`src/rtl/gpio_stream_bridge.sv`:
```
// GPIO-to-accelerator bridge: toggle-strobe/ack command channel synchronised into Clk,
// tagged FWFT input FIFO toward the accelerator, result FIFO back to GPIO, sticky errors.
module gpio_stream_bridge #(
  parameter int DATA_W    = 16,
  parameter int CHANNELS  = 4,
  parameter int IN_DEPTH  = 16,
  parameter int OUT_DEPTH = 16,
  parameter int CH_W      = (CHANNELS > 1) ? $clog2(CHANNELS) : 1
) (
  input  logic              Clk,
  input  logic              Rst,
  input  logic              gpio_strobe,
  input  logic              gpio_wr,
  input  logic              gpio_rd,
  input  logic              gpio_clr,
  input  logic              gpio_newline,
  input  logic [CH_W-1:0]   gpio_chan_sel,
  input  logic [DATA_W-1:0] gpio_data_in,
  input  logic              gpio_start,
  output logic              gpio_ack,
  output logic [DATA_W-1:0] gpio_data_out,
  output logic [CH_W-1:0]   gpio_chan_out,
  output logic [5:0]        gpio_status,
  output logic              acc_valid,
  input  logic              acc_ready,
  output logic [DATA_W-1:0] acc_data,
  output logic [CH_W-1:0]   acc_chan,
  output logic              acc_newline,
  output logic              acc_start,
  input  logic              res_valid,
  output logic              res_ready,
  input  logic [DATA_W-1:0] res_data,
  input  logic [CH_W-1:0]   res_chan,
  output logic [1:0]        dbg_state_o
);

  localparam int IN_AW  = $clog2(IN_DEPTH);
  localparam int OUT_AW = $clog2(OUT_DEPTH);
  localparam int IN_W   = 1 + CH_W + DATA_W;
  localparam int OUT_W  = CH_W + DATA_W;
  localparam logic [IN_AW:0]  IN_FULL_CNT  = (IN_AW + 1)'(IN_DEPTH);
  localparam logic [OUT_AW:0] OUT_FULL_CNT = (OUT_AW + 1)'(OUT_DEPTH);

  typedef enum logic [1:0] {ST_IDLE = 2'd0, ST_EXEC = 2'd1, ST_ACK = 2'd2} state_e;

  // Handshake: the processor changes gpio_strobe once per command and holds the command
  // fields stable until gpio_ack changes; acc_* and res_* move a word when valid && ready.
  state_e              state_q;
  logic                strb_s1_q, strb_s2_q, strb_s3_q;
  logic                cmd_wr_q, cmd_rd_q, cmd_clr_q, cmd_nl_q;
  logic [CH_W-1:0]     cmd_chan_q;
  logic [DATA_W-1:0]   cmd_data_q;
  logic                gpio_ack_q, err_ovf_q, err_udf_q;
  logic [DATA_W-1:0]   gpio_data_out_q;
  logic [CH_W-1:0]     gpio_chan_out_q;
  logic [3:0]          start_sh_q;
  logic                acc_start_q;

  logic [IN_W-1:0]     in_mem [IN_DEPTH];
  logic [IN_AW-1:0]    in_wptr_q, in_rptr_q;
  logic [IN_AW:0]      in_cnt_q, in_cnt_d;
  logic                in_full_q, in_empty_q;
  logic [OUT_W-1:0]    out_mem [OUT_DEPTH];
  logic [OUT_AW-1:0]   out_wptr_q, out_rptr_q;
  logic [OUT_AW:0]     out_cnt_q, out_cnt_d;
  logic                out_full_q, out_empty_q;

  logic pending, exec, in_pop, in_push, out_pop, out_push;
  logic [IN_W-1:0]  in_head;
  logic [OUT_W-1:0] out_head;

  assign pending  = strb_s2_q ^ strb_s3_q;
  assign exec     = (state_q == ST_EXEC);
  assign in_pop   = !in_empty_q && acc_ready;
  assign in_push  = exec && cmd_wr_q && (!in_full_q || in_pop);
  assign out_push = res_valid && !out_full_q;
  assign out_pop  = exec && cmd_rd_q && !out_empty_q;
  assign in_head  = in_mem[in_rptr_q];
  assign out_head = out_mem[out_rptr_q];

  always_ff @(posedge Clk or negedge Rst) begin
    if (!Rst) begin
      state_q         <= ST_IDLE;
      strb_s1_q       <= 1'b0;
      strb_s2_q       <= 1'b0;
      strb_s3_q       <= 1'b0;
      cmd_wr_q        <= 1'b0;
      cmd_rd_q        <= 1'b0;
      cmd_clr_q       <= 1'b0;
      cmd_nl_q        <= 1'b0;
      cmd_chan_q      <= '0;
      cmd_data_q      <= '0;
      gpio_ack_q      <= 1'b0;
      err_ovf_q       <= 1'b0;
      err_udf_q       <= 1'b0;
      gpio_data_out_q <= '0;
      gpio_chan_out_q <= '0;
    end else begin
      strb_s1_q <= gpio_strobe;
      strb_s2_q <= strb_s1_q;
      case (state_q)
        ST_IDLE: begin
          strb_s3_q <= strb_s2_q;
          if (pending) begin
            state_q    <= ST_EXEC;
            cmd_wr_q   <= gpio_wr;
            cmd_rd_q   <= gpio_rd;
            cmd_clr_q  <= gpio_clr;
            cmd_nl_q   <= gpio_newline;
            cmd_chan_q <= gpio_chan_sel;
            cmd_data_q <= gpio_data_in;
          end
        end
        ST_EXEC: begin
          // Error assignments come after the clear so a fresh error survives a clr.
          if (cmd_clr_q) begin
            err_ovf_q <= 1'b0;
            err_udf_q <= 1'b0;
          end
          if (cmd_wr_q && !in_push) err_ovf_q <= 1'b1;
          if (cmd_rd_q) begin
            if (out_pop) begin
              gpio_data_out_q <= out_head[DATA_W-1:0];
              gpio_chan_out_q <= out_head[OUT_W-1:DATA_W];
            end else begin
              err_udf_q <= 1'b1;
            end
          end
          state_q <= ST_ACK;
        end
        ST_ACK: begin
          gpio_ack_q <= ~gpio_ack_q;
          state_q    <= ST_IDLE;
        end
        default: state_q <= ST_IDLE;
      endcase
    end
  end

  always_comb begin
    in_cnt_d  = in_cnt_q + (IN_AW + 1)'(in_push) - (IN_AW + 1)'(in_pop);
    out_cnt_d = out_cnt_q + (OUT_AW + 1)'(out_push) - (OUT_AW + 1)'(out_pop);
  end

  always_ff @(posedge Clk) begin
    if (in_push)  in_mem[in_wptr_q]   <= {cmd_nl_q, cmd_chan_q, cmd_data_q};
    if (out_push) out_mem[out_wptr_q] <= {res_chan, res_data};
  end

  always_ff @(posedge Clk or negedge Rst) begin
    if (!Rst) begin
      in_wptr_q   <= '0;
      in_rptr_q   <= '0;
      in_cnt_q    <= '0;
      in_full_q   <= 1'b0;
      in_empty_q  <= 1'b1;
      out_wptr_q  <= '0;
      out_rptr_q  <= '0;
      out_cnt_q   <= '0;
      out_full_q  <= 1'b0;
      out_empty_q <= 1'b1;
    end else begin
      if (in_push)  in_wptr_q  <= in_wptr_q + IN_AW'(1);
      if (in_pop)   in_rptr_q  <= in_rptr_q + IN_AW'(1);
      if (out_push) out_wptr_q <= out_wptr_q + OUT_AW'(1);
      if (out_pop)  out_rptr_q <= out_rptr_q + OUT_AW'(1);
      in_cnt_q    <= in_cnt_d;
      in_full_q   <= (in_cnt_d == IN_FULL_CNT);
      in_empty_q  <= (in_cnt_d == '0);
      out_cnt_q   <= out_cnt_d;
      out_full_q  <= (out_cnt_d == OUT_FULL_CNT);
      out_empty_q <= (out_cnt_d == '0);
    end
  end

  // Two-flop synchroniser followed by a two-stage edge detector for the start level.
  always_ff @(posedge Clk or negedge Rst) begin
    if (!Rst) begin
      start_sh_q  <= '0;
      acc_start_q <= 1'b0;
    end else begin
      start_sh_q  <= {start_sh_q[2:0], gpio_start};
      acc_start_q <= start_sh_q[2] & ~start_sh_q[3];
    end
  end

  assign gpio_ack      = gpio_ack_q;
  assign gpio_data_out = gpio_data_out_q;
  assign gpio_chan_out = gpio_chan_out_q;
  assign gpio_status   = {err_ovf_q, err_udf_q, out_full_q, out_empty_q, in_full_q, in_empty_q};
  assign acc_valid     = !in_empty_q;
  assign acc_data      = in_head[DATA_W-1:0];
  assign acc_chan      = in_head[DATA_W+CH_W-1:DATA_W];
  assign acc_newline   = in_head[IN_W-1];
  assign acc_start     = acc_start_q;
  assign res_ready     = !out_full_q;
  assign dbg_state_o   = state_q;

endmodule
```
`config.mk`:
```
export PLATFORM = sky130hd
export DESIGN_NAME = gpio_stream_bridge
export DESIGN_NICKNAME = d
export VERILOG_FILES = /design/src/rtl/gpio_stream_bridge.sv
export SDC_FILE = /design/constraint.sdc
export NUM_CORES = 1
export LEC_CHECK = 0
export BUFFER_PORTS_ARGS = -buffer_cell sky130_fd_sc_hd__buf_4
export CAP_MARGIN = 20
export CORE_MARGIN = 3
export CORE_UTILIZATION = 40
export DETAILED_ROUTE_END_ITERATION = 8
export PLACE_DENSITY = 0.63
export SETUP_SLACK_MARGIN = 0.15
export SYNTH_ARGS = -nofsm -noshare
export SYNTH_HDL_FRONTEND = slang
export SYNTH_SLANG_ARGS = --single-unit
export TNS_END_PERCENT = 20
```
`constraint.sdc`:
```
create_clock -name Clk -period 6 [get_ports Clk]
set_clock_uncertainty 0.1 [all_clocks]
set_input_delay 0.3 -clock Clk [delete_from_list [all_inputs] [get_ports Clk]]
set_output_delay 0.3 -clock Clk [all_outputs]
set_load 0.05 [all_outputs]
```
==> impl_metrics.env, run 1 <==
export IMPL_post_dp_hpwl_um=31400
export IMPL_finalHoldViolCount=0
export IMPL_cts_buffer_depth=3
export IMPL_ys_seq_area_share_pct=76.2
export IMPL_port_buffers=94
export IMPL_r2r_setup_slack_ns=2.82
export IMPL_ant_nets=0
export IMPL_ys_top_cells_by_area="edfxtp_1 68%, mux4_2 12%, dfrtp_1 7.8%"
export IMPL_yosys_area_top_type_share_pct=68.3
export IMPL_synth_adder_area_share_pct=1.07
export IMPL_die_w_um=261
export IMPL_overflow=0
export IMPL_slowest_stage="dfrtp_4"
export IMPL_cpMostUsedCell="buf_4"
export IMPL_clk_pin_slew_worst_paths_ns=0.06
export IMPL_grt_pass1_vias=13100
export IMPL_die_h_um=261
export IMPL_cp_data_required_time_ns=5.60
export IMPL_dr_pass1_iters=5
export IMPL_viasPerCell=5.33
export IMPL_crit_path_max_incr_delay_ns=0.87
export IMPL_post_drt_wl_per_cell_um=23.8
export IMPL_yosys_area_share_xor_xnor_pct=0.706
export IMPL_run_status="completed"
export IMPL_r2r_start="dbg_state_o[0]"
export IMPL_synthMuxAreaShare_pct=15.8
export IMPL_yosysTopAreaCell="edfxtp_1"
export IMPL_yosys_area_share_simple_pct=2.76
export IMPL_die_area_mm2=0.0682
export IMPL_core_area_mm2=0.0638
export IMPL_r2r_end="out_full_q"
export IMPL_drive_gt1_share_pct=30.0
export IMPL_route_vias_total=12400
export IMPL_worstPathArrival_ns=3.35
export IMPL_ir_drop_v=0.000323
export IMPL_hold_path_class="input port to register"
export IMPL_leakage_nw=10.4
export IMPL_rows=92
export IMPL_initialDrtViolationCount=1019
export IMPL_yosys_warnings=0
export IMPL_hp_start="res_valid"
export IMPL_min_to="out_wptr_q[0]"
export IMPL_io_pins=95
export IMPL_critPathKind="register to output port"
export IMPL_tns_ns=0
export IMPL_period_share_pct=62.5
export IMPL_final_min_clock_period_ns=3.75
export IMPL_postPlaceCellArea_mm2=0.0279
export IMPL_synth_seq_cells=675
export IMPL_gp_congestion=0.742
export IMPL_min_path_cells=3
export IMPL_root_buffer="clkbuf_16"
export IMPL_power_density_mw_per_mm2=511
export IMPL_crit_chain="buf_4, mux4_2, nor2b_1, a211oi_1, a21oi_1, buf_4"
export IMPL_cp_start_kind="register"
export IMPL_synth_area_mm2=0.0260
export IMPL_wl_um=55500
export IMPL_netlist_instances=1234
export IMPL_synth_distinct_cells=42
export IMPL_finalInstanceArea_mm2=0.0308
export IMPL_cts_sinks=675
export IMPL_synth_most_common_cell="edfxtp_1"
export IMPL_cts_resized=0
export IMPL_grt_max_degree=53
export IMPL_synth_main_ff_cell="edfxtp_1"
export IMPL_worst_pin_slew_ns=0.990
export IMPL_crit_fanout=35
export IMPL_worstSetupEndpointType="output port"
export IMPL_postSynthAreaPerCell_um2=21.1
export IMPL_grt_pass1_wl_um=84200
export IMPL_synth_nets=1301
export IMPL_grt_setup_unrepaired="false"
export IMPL_reg2reg_depth=11
export IMPL_finalSetupViolations=0
export IMPL_synth_compound_area_share_pct=1.82
export IMPL_max_clock_freq_mhz=267
export IMPL_syn_to_final_growth_pct=18.1
export IMPL_synth_top_family_by_area="multiplexers"
export IMPL_slew_violations=0
export IMPL_cts_made_buffers=71
export IMPL_synth_common_cells="592 x edfxtp_1, 143 x mux4_2, 81 x dfrtp_1, 44 x nand2_1, 43 x mux2i_1"
export IMPL_post_cts_buffers=0
export IMPL_synth_edf_count=592
export IMPL_start_util_pct=40.8
export IMPL_antenna_found_initial=3
export IMPL_slew_headroom_pct=33.8
export IMPL_clk_latency_ns=0.61
export IMPL_htreeDepth=3
export IMPL_fin_nets=1489
export IMPL_grt_usage_pct=16.7
export IMPL_cts_hold_buffers=44
export IMPL_cap_violations=0
export IMPL_async_reset_ff_share_pct=12.3
export IMPL_drcViolationCount=0
export IMPL_cts_tree="done"
==> cell usage in the layout (no fill, tap or decap), types with 3 or more instances in the layout <==
master         synthesis  final
edfxtp_1             592    592
mux4_2               143    143
buf_4                 14    138
dfrtp_1               81     75
clkbuf_16              0     72
nand2_1               44     44
dlygate4sd3_1          0     44
mux2i_1               43     43
mux2_2                29     29
a21oi_1               24     24
nor2b_1               23     23
inv_1                 21     21
a211oi_1              19     19
ha_1                  19     19
clkbuf_1              28     19
xnor2_1               18     18
and2_1                16     16
nor2_2                 0     12
o221ai_1              12     12
nand4_1               10     10
bufinv_16              0     10
clkinv_2               0      9
clkbuf_8               0      9
a22oi_1                6      6
nand3_1                6      6
mux4_1                 5      5
inv_6                  0      5
nand2b_1               4      4
o21ai_0                4      4
nor2_1                16      4
nor3b_1                4      4
nor3_2                 0      4
clkinv_1               0      4
dfrtp_2                0      4
a21o_1                 3      3
xor2_1                 3      3
==> cell type report <==
cell class / count / area (µm²)
fillers: 5216 / 33000
flip-flops and latches: 675 / 19900
multi-input cells: 471 / 5810
clock buffers: 100 / 2000
repair buffers: 182 / 1480
well taps: 846 / 1060
clock inverters: 32 / 468
inverters: 21 / 78.8
diodes: 1 / 2.50
==> kinds of logic (layout without fill, tap and decap cells) <==
group / after synthesis / count (layout)
DFF: 675 / 675
muxes: 220 / 220
and+or+nand+nor: 139 / 139
buffers and inverters: 88 / 335
AOI/OAI and AO/OA: 70 / 70
adders and majority gates: 21 / 21
xor gates and xnor gates: 21 / 21
other: 0 / 1
==> power by group <==
| part | internal [mW] | switching (mW) |
|---|---|---|
| Clock | 2.78 | 1.80 |
| Sequential | 5.98 | 0.782 |
| Combinational | 1.90 | 2.49 |
| Total | 10.7 | 5.07 |
==> per-layer routing <==
| layer | track usage [%] | up-vias | routed length, µm |
|---|---|---|---|
| met4 | 4.51 | 0 | 1090 |
| met3 | 3.42 | 78 | 3130 |
| met2 | 28.2 | 331 | 28200 |
| met5 | 0 | - | 0 |
| li1 | - | 5399 | - |
| met1 | 22.3 | 6594 | 23100 |
==> worst max-delay path: cells and delay by family, from the launching register on <==
family,cells,cell delay [ns]
simple gates,1,0.14
compound gates,2,0.37
mux,1,0.55
flops,1,0.87
buf+inv,2,0.78
==> state kept, by name, summed over array words and instances, names as in the netlist, 2 cells and up <==
signal         count
cmd_data_q        16
dbg_state_o        2
out_rptr_q         4
in_mem           304
in_cnt_q           5
gpio_data_out     16
out_wptr_q         4
out_cnt_q          5
in_rptr_q          4
in_wptr_q          4
gpio_chan_out      2
cmd_chan_q         2
start_sh_q         4
out_mem          288
==> worst max path at each step <==
stage	startpoint	end	slack, ns
6_report	in_rptr_q[0]	acc_data[3]	2.25
5_1_grt	in_rptr_q[0]	acc_data[3]	1.97
4_1_cts	in_rptr_q[0]	acc_data[3]	2.14
3_5_place_dp	in_rptr_q[0]	acc_data[3]	2.79
3_3_place_gp	dbg_state_o[0]	out_full_q	2.77
2_1_floorplan	dbg_state_o[1]	in_mem[3][0]	2.64
==> metrics by stage <==
step / setup WS [ns] / std cells / util [%] / hold WS (ns) / power [mW]
after floorplan: 2.64 / 1234 / - / -0.0956 / 9.91
after global placement: 2.77 / 2151 / 43.7 / 0.234 / 11.2
after detailed placement: 2.79 / 2151 / 43.7 / 0.237 / 11.3
after CTS: 2.14 / 2327 / 48.2 / 0.123 / 15.9
after global routing: 1.97 / 2328 / 48.2 / 0.140 / 16.5
final: 2.25 / 2328 / 48.2 / 0.128 / 15.7
No activity file was read; power rests on OpenSTA's default activity.
==> run 2: changes to the inputs <==
==> constraint.sdc (replaced) <==
create_clock -name Clk -period 3.75 [get_ports Clk]
set_clock_uncertainty 0.1 [all_clocks]
set_input_delay 0.1875 -clock Clk [delete_from_list [all_inputs] [get_ports Clk]]
set_output_delay 0.1875 -clock Clk [all_outputs]
set_load 0.05 [all_outputs]
==> run 2 against run 1 <==
Net effect:
- clock power rose by 50%
- register-to-register slack got worse by 1.9 ns
- non-clock buffer count rose by 17
- sequential share of layout area fell by 0.22 points
- hold slack improved by 0.015 ns
- wire length rose by 1.1%
- total power rose by 59%
==> impl_metrics.env, run 2 (synthesized netlist as in run 1, its figures left out) <==
export IMPL_crit_fanout=24
export IMPL_cp_start_kind="register"
export IMPL_clkPwrFrac_pct=27.6
export IMPL_cts_buffer_depth=3
export IMPL_hold_path_class="input port to register"
export IMPL_leakage_nw=10.5
export IMPL_power_density_mw_per_mm2=808
export IMPL_start_util_pct=40.8
export IMPL_finalHoldViolCount=0
export IMPL_root_buffer="clkbuf_16"
export IMPL_power_internal_mw=16.9
export IMPL_r2r_start="in_empty_q"
export IMPL_cts_made_buffers=72
export IMPL_largest_register="in_mem"
export IMPL_run_status="completed"
export IMPL_r2r_setup_slack_ns=0.88
export IMPL_instances_no_fill=2342
export IMPL_worstSetupEndpointType="output port"
export IMPL_r2r_end="in_full_q"
export IMPL_dp_slack_ns=0.874
export IMPL_dr_pass1_iters=5
export IMPL_fin_nets=1507
export IMPL_io_pins=95
export IMPL_switching_share_pct=32.3
export IMPL_final_min_clock_period_ns=3.25
export IMPL_post_drt_wl_per_cell_um=24.0
export IMPL_crit_start="in_rptr_q[0]"
export IMPL_cts_resized=0
export IMPL_overflow=0
export IMPL_worst_pin_slew_ns=1.18
export IMPL_cts_hold_buffers=45
export IMPL_die_area_mm2=0.0682
export IMPL_initialDrtViolationCount=978
export IMPL_seqPwrFrac_pct=43.6
export IMPL_syn_to_final_growth_pct=18.5
export IMPL_gp_congestion=0.732
export IMPL_hold_slack_ns=0.143
export IMPL_die_w_um=261
export IMPL_clk_latency_ns=0.60
export IMPL_grt_pass1_wl_um=84000
export IMPL_htreeDepth=3
export IMPL_grt_max_degree=60
export IMPL_power_share_combinational_pct=28.8
export IMPL_fillerInstances=5190
export IMPL_largest_reg_flops=304
export IMPL_finalSetupViolations=0
export IMPL_die_h_um=261
export IMPL_max_clock_freq_mhz=308
export IMPL_grt_usage_pct=16.7
export IMPL_fin_util_pct=48.4
export IMPL_port_buffers=94
export IMPL_final_common_cell="edfxtp_1"
export IMPL_ant_nets=0
export IMPL_final_cell_mix="592 x edfxtp_1, 143 x mux4_2, 143 x buf_4"
export IMPL_cts_sinks=675
export IMPL_reg2reg_depth=12
export IMPL_period_share_pct=86.6
export IMPL_drive_gt1_share_pct=30.2
export IMPL_post_dp_hpwl_um=32300
export IMPL_placedCellCount=2167
export IMPL_clk_pin_slew_worst_paths_ns=0.06
export IMPL_route_vias_total=12500
export IMPL_p_sw_mw=8.06
export IMPL_setup_ws_ns=0.501
export IMPL_worstPathArrival_ns=2.96
export IMPL_critPathKind="register to output port"
export IMPL_cp_endpoint="acc_data[6]"
export IMPL_slew_headroom_pct=21.3
export IMPL_reg_top3="in_mem: 304 flops, out_mem: 288 flops"
export IMPL_cp_data_required_time_ns=3.46
export IMPL_cts_tree="done"
export IMPL_slew_violations=0
export IMPL_wl_um=56100
export IMPL_post_cts_buffers=0
export IMPL_tns_ns=0
export IMPL_cap_violations=0
export IMPL_ir_drop_v=0.000420
export IMPL_antenna_found_initial=3
export IMPL_grt_setup_unrepaired="false"
export IMPL_core_area_mm2=0.0638
export IMPL_drcViolationCount=0
export IMPL_grt_pass1_vias=13000
export IMPL_rows=92
export IMPL_viasPerCell=5.32
run 2: area by class of cell:
type,instances,area (µm²),share of cell area [%]
Antenna cell,1,2.50,0.00811
Inverter,21,78.8,0.255
Sequential cell,675,19900,64.4
Tap cell,846,1060,3.43
Timing Repair Buffer,199,1740,5.65
Multi-Input combinational cell,471,5810,18.8
Clock inverter,32,303,0.981
Clock buffer,97,2000,6.47
run 2: metrics by stage:
| step | instance area [µm²] | power (mW) |
|---|---|---|
| after detailed placement | 28100 | 18.3 |
| after floorplan | 26000 | 15.9 |
| final | 30900 | 24.9 |
| after global placement | 28100 | 18.1 |
| after CTS | 30900 | 25.3 |
| after global routing | 30900 | 26.1 |
run 2: worst min path at each step:
stage	startpoint	endpoint	slack, ns	depth (start not counted)
after global placement	gpio_start	start_sh_q[0]	0.20	1
final	gpio_strobe	strb_s1_q	0.14	2
after CTS	gpio_start	start_sh_q[0]	0.11	2
after global routing	gpio_strobe	strb_s1_q	0.13	2
after detailed placement	gpio_start	start_sh_q[0]	0.20	1
after floorplan	Rst	acc_start	-0.21	0
run 2: worst max-delay path, cell delays in order, from the launching register on:
cell and delay, ns:
dfrtp_4 0.71, buf_12 0.28, mux4_2 0.51, nor2b_1 0.14, a211oi_1 0.27, a21oi_1 0.14, buf_4 0.28
run 2: routing by layer:
layer	global-route usage, %	routed length (µm)	vias to the layer above	share of wire, %
met5	0	0	-	0
met3	2.73	2810	90	5.0
met1	22.2	23200	6601	41
li1	-	-	5445	-
met4	4.80	1220	0	2.2
met2	28.7	28900	325	51
run 2: power groups by stage:
stage                     clock, mW  sequential (mW)  combinational [mW]
final                          6.88             10.9                7.18
after global routing           7.34             11.1                7.68
after CTS                      7.06             10.9                7.30
after detailed placement          0             11.1                7.25
after global placement            0             11.0                7.14
after floorplan                   0             10.5                5.31
==> run 3: changes to the inputs <==
==> constraint.sdc (replaced) <==
create_clock -name Clk -period 3.1 [get_ports Clk]
set_clock_uncertainty 0.1 [all_clocks]
set_input_delay 0.155 -clock Clk [delete_from_list [all_inputs] [get_ports Clk]]
set_output_delay 0.155 -clock Clk [all_outputs]
set_load 0.05 [all_outputs]
==> run 3 against run 2 <==
Net effect:
- hold slack got worse by 0.038 ns
- die area is the same
- via count is 1.3% higher
- clock power grew 20%
- utilization grew 0.37 points
- combinational power rose by 28%
- critical path type unchanged
- largest cell class unchanged
==> impl_metrics.env, run 3 (synthesized netlist as in run 1, its figures left out) <==
export IMPL_finalSetupViolations=0
export IMPL_start_util_pct=40.8
export IMPL_final_common_cell="edfxtp_1"
export IMPL_cp_top_family="buffers and inverters"
export IMPL_die_w_um=261
export IMPL_grt_usage_pct=16.9
export IMPL_post_drt_wl_per_cell_um=24.0
export IMPL_viasPerCell=5.33
export IMPL_hold_path_class="input port to register"
export IMPL_port_buffers=94
export IMPL_r2r_setup_slack_ns=0.38
export IMPL_hold_slack_ns=0.105
export IMPL_clk_pin_slew_worst_paths_ns=0.06
export IMPL_postPlaceCellArea_mm2=0.0282
export IMPL_min_to="start_sh_q[0]"
export IMPL_core_area_mm2=0.0638
export IMPL_antenna_found_initial=2
export IMPL_cts_sinks=675
export IMPL_hp_start="gpio_start"
export IMPL_htreeDepth=3
export IMPL_clk_latency_ns=0.62
export IMPL_cts_buffer_depth=3
export IMPL_die_h_um=261
export IMPL_power_density_mw_per_mm2=977
export IMPL_grt_pass1_vias=13300
export IMPL_cts_tree="done"
export IMPL_finalPower_mw=30.4
export IMPL_overflow=0
export IMPL_die_area_mm2=0.0682
export IMPL_slew_violations=0
export IMPL_run_status="completed"
export IMPL_period_share_pct=93.6
export IMPL_ant_nets=0
export IMPL_fin_util_pct=48.8
export IMPL_cp_start_kind="register"
export IMPL_worstPathArrival_ns=2.65
export IMPL_initialDrtViolationCount=1085
export IMPL_io_pins=95
export IMPL_r2r_end="out_full_q"
export IMPL_crit_path_max_incr_delay_ns=0.50
export IMPL_r2r_start="dbg_state_o[0]"
export IMPL_route_vias_total=12600
export IMPL_leakage_nw=10.6
export IMPL_grt_pass1_wl_um=84700
export IMPL_cap_violations=0
export IMPL_ir_drop_v=0.000651
export IMPL_gp_congestion=0.733
export IMPL_power_internal_mw=20.4
export IMPL_max_clock_freq_mhz=345
export IMPL_slew_headroom_pct=35.1
export IMPL_rows=92
export IMPL_post_dp_hpwl_um=33000
export IMPL_syn_to_final_growth_pct=19.4
export IMPL_grt_max_degree=64
export IMPL_critPathBufInv=3
export IMPL_slowest_stage="mux4_2"
export IMPL_worst_pin_slew_ns=0.973
export IMPL_cts_made_buffers=73
export IMPL_clkPwrFrac_pct=27.2
export IMPL_reg_top3="in_mem: 304 flops, out_mem: 288 flops"
export IMPL_fin_nets=1526
export IMPL_cpMostUsedCell="buf_4"
export IMPL_p_sw_mw=9.97
export IMPL_drive_gt1_share_pct=31.9
export IMPL_seqPwrFrac_pct=42.5
export IMPL_crit_fanout=5
export IMPL_cp_data_required_time_ns=2.84
export IMPL_final_min_clock_period_ns=2.90
export IMPL_worstSetupEndpointType="output port"
export IMPL_largest_reg_flops=304
export IMPL_crit_chain="buf_4, buf_4, mux4_2, a211oi_1, a21oi_2, buf_4"
export IMPL_grt_setup_unrepaired="true"
export IMPL_reg2reg_depth=11
export IMPL_power_share_combinational_pct=30.3
export IMPL_critPathKind="register to output port"
export IMPL_finalHoldViolCount=0
export IMPL_dr_pass1_iters=5
export IMPL_finalInstanceArea_mm2=0.0311
export IMPL_drcViolationCount=0
export IMPL_min_path_cells=2
export IMPL_antenna_cells=0
export IMPL_root_buffer="clkbuf_16"
export IMPL_switching_share_pct=32.8
export IMPL_wl_um=56700
export IMPL_largest_register="in_mem"
export IMPL_final_cell_mix="592 x edfxtp_1, 154 x buf_4, 143 x mux4_2"
==> run 3: cell count changes in the layout (fill, tap and decap cells not counted), sizes merged <==
cell / previous run / this run
buf: 154 / 171
clkinv: 23 / 32
inv: 23 / 28
clkbuf: 97 / 93
bufinv: 5 / 3
diode: 1 / 0
==> run 3: final cells by class <==
cell class | count | area (µm²)
Sequential cell | 675 | 19900
Clock buffer | 92 | 1960
Clock inverter | 44 | 332
Inverter | 21 | 78.8
Fill cell | 5196 | 32700
Tap cell | 846 | 1060
Multi-Input combinational cell | 471 | 5850
Timing Repair Buffer | 217 | 1950
==> run 3: worst register-to-register path: cells and delay by family (launching register included) <==
kind / cells / cell delay (ns)
compound gates: 1 / 0.15
simple gates: 7 / 1.32
fa+ha+maj: 2 / 0.57
buf+inv: 1 / 0.06
flops: 1 / 0.41
==> run 3: timing repair <==
item,CTS,global route
endpoints found under the hold margin,375,0
buffers inserted,3,1
gates resized for setup,4,12
endpoints found under the setup margin,18,19
hold buffers,45,0
gates cloned,0,1
==> run 3: through the flow <==
step                instances  setup TNS (ns)  worst slack [ns]
CTS                      2364               0             0.109
global placement         2180               0             0.400
global route             2366               0            0.0995
floorplan                1234          -12.53            -0.220
detailed placement       2180               0             0.309
finish                   2366               0             0.200
==> run 3: power groups by stage <==
stage | clock [mW] | combinational [mW] | sequential [mW]
floorplan | 0 | 6.42 | 12.8
global placement | 0 | 8.96 | 13.0
detailed placement | 0 | 9.09 | 13.1
CTS | 8.47 | 9.25 | 12.9
global route | 8.85 | 9.90 | 13.1
finish | 8.26 | 9.22 | 12.9
==> run 3: worst max path at each step <==
| stage | end | from | cells past startpoint | slack [ns] |
|---|---|---|---|---|
| 2_1_floorplan | in_mem[0][0] | dbg_state_o[1] | 4 | -0.22 |
| 3_3_place_gp | in_full_q | in_empty_q | 11 | 0.40 |
| 3_5_place_dp | in_full_q | in_empty_q | 10 | 0.31 |
| 4_1_cts | acc_data[12] | in_rptr_q[0] | 7 | 0.11 |
| 5_1_grt | acc_data[7] | in_rptr_q[0] | 7 | 0.1 |
| 6_report | acc_data[1] | in_rptr_q[0] | 6 | 0.20 |
==> run 3: per-layer routing <==
layer,track usage (%),wire [µm],part of all wire (%),vias up
met5,0,23,0.041,-
met4,5.79,1510,2.7,4
met3,3.11,2750,4.9,113
met2,27.9,28600,50,342
met1,22.8,23800,42,6687
li1,-,-,-,5476
